## config.mk

```make
export PLATFORM = sky130hd
export DESIGN_NAME = dac_sample_sequencer
export DESIGN_NICKNAME = d
export VERILOG_FILES = /design/src/rtl/dac_sample_sequencer.sv
export SDC_FILE = /design/constraint.sdc
export NUM_CORES = 1
export LEC_CHECK = 0
export CORE_UTILIZATION = 50
export CTS_BUF_LIST = sky130_fd_sc_hd__clkbuf_16
export DETAILED_ROUTE_END_ITERATION = 8
export HOLD_SLACK_MARGIN = 0.12
export PLACE_DENSITY = 0.73
export SETUP_SLACK_MARGIN = 0.2
export SLEW_MARGIN = 20
export SYNTH_ARGS = -nofsm -noshare
export SYNTH_HDL_FRONTEND = slang
export SYNTH_SLANG_ARGS = --single-unit
export TNS_END_PERCENT = 5
```

## constraint.sdc

```tcl
create_clock -name clk -period 11.16 [get_ports clk]
set_input_delay 2.232 -clock clk [delete_from_list [all_inputs] [get_ports clk]]
set_output_delay 2.232 -clock clk [all_outputs]
set_load 0.01 [all_outputs]
```

## src/rtl/dac_sample_sequencer.sv

```systemverilog
// dac_sample_sequencer: paces upstream samples into a sigma-delta DAC input.
// Samples arrive over a valid/ready handshake into a one-entry buffer and are
// issued on a programmable sample-rate tick. Start/stop ramp between midscale
// and signal to avoid pops. Underrun ticks in RUN are counted (saturating).
//
// Ports:
//   clk, reset_n    clock, synchronous active-low reset
//   enable          1 = play, 0 = ramp to midscale and stop
//   divider         tick period minus 1
//   s_data/s_valid  upstream sample and its valid
//   s_ready         combinational: buffer can accept this cycle
//   dac_d           registered value driven to the DAC
//   state           0 IDLE, 1 RAMP_UP, 2 RUN, 3 RAMP_DOWN
//   clr_underrun    clears underrun_count (wins over an increment)
//   underrun_count  saturating count of underrun ticks
module dac_sample_sequencer #(
  parameter int unsigned             signalwidth = 16,
  parameter int unsigned             divbits     = 16,
  parameter logic [signalwidth-1:0]  rampstep    = 16'h1000
) (
  input  logic                   clk,
  input  logic                   reset_n,
  input  logic                   enable,
  input  logic [divbits-1:0]     divider,
  input  logic [signalwidth-1:0] s_data,
  input  logic                   s_valid,
  output logic                   s_ready,
  output logic [signalwidth-1:0] dac_d,
  output logic [1:0]             state,
  input  logic                   clr_underrun,
  output logic [7:0]             underrun_count
);

  localparam logic [signalwidth-1:0] MIDSCALE = {1'b1, {(signalwidth-1){1'b0}}};

  typedef enum logic [1:0] {
    IDLE      = 2'd0,
    RAMP_UP   = 2'd1,
    RUN       = 2'd2,
    RAMP_DOWN = 2'd3
  } state_t;

  state_t                   state_q, state_nxt;
  logic [signalwidth-1:0]   dac_q, dac_nxt;
  logic [signalwidth-1:0]   buf_q;
  logic                     buf_full_q;
  logic [divbits-1:0]       cnt_q;
  logic [7:0]               und_q;
  logic                     tick_c;
  logic                     accept_c;
  logic                     consume_c;
  logic                     underrun_c;
  logic [signalwidth-1:0]   step_up_c;
  logic [signalwidth-1:0]   step_down_c;

  // One ramp step from cur toward tgt, clamped to land exactly on tgt.
  function automatic logic [signalwidth-1:0] ramp_to(
    input logic [signalwidth-1:0] cur,
    input logic [signalwidth-1:0] tgt
  );
    logic signed [signalwidth:0] diff;
    logic        [signalwidth:0] mag;
    diff = $signed({1'b0, tgt}) - $signed({1'b0, cur});
    mag  = diff[signalwidth] ? $unsigned(-diff) : $unsigned(diff);
    if (mag <= {1'b0, rampstep}) begin
      ramp_to = tgt;
    end else if (diff[signalwidth]) begin
      ramp_to = cur - rampstep;
    end else begin
      ramp_to = cur + rampstep;
    end
  endfunction

  // Free-running tick; >= so a reduced divider takes effect immediately.
  assign tick_c      = (cnt_q >= divider);
  assign s_ready     = !buf_full_q && ((state_q == RAMP_UP) || (state_q == RUN));
  assign accept_c    = s_valid && s_ready;
  assign step_up_c   = ramp_to(dac_q, buf_q);
  assign step_down_c = ramp_to(dac_q, MIDSCALE);

  assign dac_d          = dac_q;
  assign state          = state_q;
  assign underrun_count = und_q;

  // State register.
  always_ff @(posedge clk) begin
    if (!reset_n) begin
      state_q <= IDLE;
    end else begin
      state_q <= state_nxt;
    end
  end

  // Next-state, DAC value and buffer/underrun events.
  always_comb begin
    state_nxt  = state_q;
    dac_nxt    = dac_q;
    consume_c  = 1'b0;
    underrun_c = 1'b0;
    case (state_q)
      IDLE: begin
        dac_nxt = MIDSCALE;
        if (enable) state_nxt = RAMP_UP;
      end
      RAMP_UP: begin
        if (!enable) begin
          state_nxt = RAMP_DOWN;
        end else if (tick_c && buf_full_q) begin
          dac_nxt = step_up_c;
          if (step_up_c == buf_q) begin
            consume_c = 1'b1;
            state_nxt = RUN;
          end
        end
      end
      RUN: begin
        if (!enable) begin
          state_nxt = RAMP_DOWN;
        end else if (tick_c) begin
          if (buf_full_q) begin
            dac_nxt   = buf_q;
            consume_c = 1'b1;
          end else begin
            underrun_c = 1'b1;
          end
        end
      end
      RAMP_DOWN: begin
        // Re-enable resumes the ramp from wherever dac_d currently is.
        if (enable && (dac_q != MIDSCALE)) begin
          state_nxt = RAMP_UP;
        end else if (tick_c) begin
          dac_nxt = step_down_c;
          if (step_down_c == MIDSCALE) state_nxt = IDLE;
        end
      end
      default: state_nxt = IDLE;
    endcase
  end

  // Datapath: tick counter, DAC register, sample buffer, underrun counter.
  always_ff @(posedge clk) begin
    if (!reset_n) begin
      cnt_q      <= '0;
      dac_q      <= MIDSCALE;
      buf_q      <= '0;
      buf_full_q <= 1'b0;
      und_q      <= '0;
    end else begin
      cnt_q <= tick_c ? '0 : cnt_q + divbits'(1);
      dac_q <= dac_nxt;
      // accept needs an empty buffer and consume a full one, so never both.
      if (state_nxt == IDLE) begin
        buf_full_q <= 1'b0;
      end else if (accept_c) begin
        buf_full_q <= 1'b1;
      end else if (consume_c) begin
        buf_full_q <= 1'b0;
      end
      if (accept_c) buf_q <= s_data;
      if (clr_underrun) begin
        und_q <= '0;
      end else if (underrun_c && (und_q != 8'hFF)) begin
        und_q <= und_q + 8'd1;
      end
    end
  end

endmodule
```

==> flow_metrics.tcl <==
set metrics [dict create \
    synth_edf_count 0 \
    final_cell_mix "nand2_1 (81), clkdlybuf4s50_1 (63), dfxtp_1 (59)" \
    grt_pass1_wl_mm 25.7 \
    worstSetupPathType "primary input to flip-flop" \
    synth_top_family_by_area "compound AO/OA/AOI/OAI gates" \
    cts_setup_buffers 0 \
    ant_nets 0 \
    yosysSeqAreaShare_pct 20.2 \
    fp.dieW_um 110 \
    peakVddDrop_mv 0.294 \
    setup_viol 0 \
    dpl_worst_slack_ps 5480 \
    syn_inst 752 \
    p_total_w 0.00174 \
    drv_slew 0 \
    synthAdderAreaFrac_pct 9.57 \
    io_pins 64 \
    cts.clk_slew.worst_paths_ps 50 \
    async_reset_ff_share_pct 0 \
    critPathRequiredTime_ps 11390 \
    status "completed" \
    multiInputGateArea_sq_mm 0.00430 \
    powerDensity_mw_per_mm2 258 \
    firstDrtPassIters 5 \
    slew_headroom_pct 30.3 \
    gp_congestion 0.965 \
    hold_viol 0 \
    critPathArrivalTime_ps 5590 \
    dpl.hpwl_mm 12.0 \
    layout.nets 870 \
    use_met2_pct 44.6 \
    grt_setup_unrepaired "no" \
    core.rowCount 39 \
    power_leakage_nw 2.78 \
    postCtsHoldBufs 0 \
    crit_chain "clkdlybuf4s50_1, ha_1, nand2b_1, a21o_1, a21oi_1, o21ai_0, o41a_1, a31oi_1, a221oi_1, and3_1, nand2_1, o22ai_2, a22o_2" \
    dieArea_sq_mm 0.0121 \
    max_stage_delay_ps 620 \
    cts_sinks 59 \
    syn-num-nets 833 \
    wl_per_cell_um 16.4 \
    fp.coreArea_sq_mm 0.0114 \
    synth.area.top_cells "dfxtp_1 (20%), ha_1 (9.2%), xnor2_1 (6.6%)" \
    hp-class "flip-flop to flip-flop" \
    cts_max_level 3 \
    synth_mux_area_share_pct 1.74 \
    drive_gt1_share_pct 6.18 \
    fin_crit_sh_pct 48.1 \
    maxCapViolCount 0 \
    syn_area_per_cell_sq_um 7.76 \
    cts_tree "yes" \
    tns_ps 0 \
    vias_per_cell 6.12 \
    clock_path_buffers 2 \
    fin_ws_ps 5790 \
    synth_compound_area_share_pct 26.2 \
    ys_types 92 \
    drt-total-wl_mm 15.3 \
    grt_start_max_net_pins 28 \
    antenna_cells 0 \
    grt_pass1_vias 5495 \
    syn_to_final_growth_pct 15.6 \
    synth-simple-area-share_pct 25.9 \
    layout_commonest_cell "nand2_1" \
    worst_slew_pin_slew_ps 1040 \
    grt_busiest_layer "met2" \
    seq_area_sq_mm 0.00118 \
    critPathSlowestCell "a31oi_1" \
    yosysTopAreaCellShare_pct 20.2 \
    fin_skew_ps 9.93 \
    start_util_pct 51.3 \
    overflow 0 \
    antenna_found_initial 0 \
    use_met3_pct 4.47 \
    synth-xor-area-share_pct 10.2 \
    cts_root_buf "clkbuf_16" \
    reg2regPathDepth 12 \
    yosysWarningCount 0 \
    clock_latency_ps 330 \
    drcViolationCount 0 \
    synth_area_leader_cell "dfxtp_1" \
    period_needed_ps 5370 \
    path_max_fanout 13 \
    io_buffers 63 \
    end_kind "flip-flop" \
    routed-via-count 5724 \
    first_iter_violations 324 \
    grt_usage_pct 26.8 \
    fmax_mhz 186 \
    fillCellCount 1040 \
    worstSetupStartpointType "primary input" \
    cts_resized 0 \
    numCtsBuffers 9 \
    die_h_um 110 \
    netlist_area_sq_mm 0.00583 \
    use_met1_pct 34.9 \
    min_path_cells 1 \
    ys_ff_latch 59 \
    synth_ff_type "dfxtp_1" \
]
[synth_stat cells, types with 3 or more instances]
cell	instances
a22oi_1	3
nor2_1	57
nand4_1	15
mux2i_1	9
ha_1	43
a31oi_1	6
or4_1	10
a21oi_1	23
xnor2_1	44
o2111ai_1	3
o211ai_1	16
a21o_1	10
nor2b_1	7
and3_1	13
o22ai_1	3
a211oi_1	5
nor3b_1	6
o32ai_1	3
nand2b_1	12
o21ai_0	22
o31ai_1	4
a22o_1	10
inv_1	47
nand3_1	29
a21boi_0	19
clkbuf_1	24
or2_2	8
o21ai_1	4
nand4b_1	3
xor2_1	24
a221oi_1	7
a311oi_1	3
nor4_1	8
nand2_1	81
buf_2	8
or3_1	8
dfxtp_1	59
nor3_1	17
o21a_1	6
[where the power goes]
group	switching (W)	internal, W	total (W)	leakage (nW)
Combinational	0.000711	0.000483	0.00119	2.16
Sequential	0.0000487	0.000235	0.000284	0.478
Clock	0.0000920	0.000167	0.000259	0.143
Total	0.000852	0.000886	0.00174	2.78
[flip-flops by register name (all words and copies together), names as in the netlist]
name / count
buf_full_q: 1
buf_q: 16
cnt_q: 16
dac_d: 16
state: 2
underrun_count: 8
[worst paths after layout]
path	startpoint	end	slack (ps)
worst max-delay path	divider[0]	dac_d[1]$_SDFFE_PN0P_	5790
worst min-delay path	cnt_q[0]$_SDFF_PP0_	cnt_q[0]$_SDFF_PP0_	490
worst max register to register	dac_d[6]$_SDFFE_PN0P_	dac_d[6]$_SDFFE_PN0P_	6160
worst min register to register	cnt_q[0]$_SDFF_PP0_	cnt_q[0]$_SDFF_PP0_	490
[layer usage]
metal	vias up	routed length [um]	part of all wire, %
li1	2839	-	-
met1	2713	7200	47
met2	145	7140	47
met3	27	710	4.6
met4	0	272	1.8
met5	-	0	0
[logic make-up (layout without fill, tap and decap cells)]
logic type / count (synthesis) / count (layout)
compound gates: 195 / 195
xor+xnor: 68 / 68
fa+ha+maj: 44 / 44
buf+inv: 84 / 125
flops: 59 / 59
mux: 10 / 10
simple gates: 292 / 292
[metrics by stage]
step,hold WS (ps),instances,utilization (%),instance area [sq um]
global route,529,936,59.3,6740
global placement,470,921,56.9,6460
floorplan,441,752,-,5830
CTS,492,936,59.3,6740
finish,491,936,59.3,6740
detailed placement,480,921,56.9,6460
[worst max-delay path: cells and delay by family]
| family | cells | cell delay, ps |
|---|---|---|
| AO/OA/AOI/OAI | 8 | 2080 |
| AND/OR/NAND/NOR | 3 | 580 |
| buffers and inverters | 1 | 400 |
| adder cells (fa/ha/maj) | 1 | 280 |
[layout make-up]
type	instances	share of cell area [%]
multi-input cells	609	63.8
clock buffers	9	3.34
repair buffers	63	9.35
flip-flops and latches	59	17.5
inverters	47	2.62
clock inverters	6	0.742
well taps	143	2.65
No activity file was read; power rests on OpenSTA's default activity.
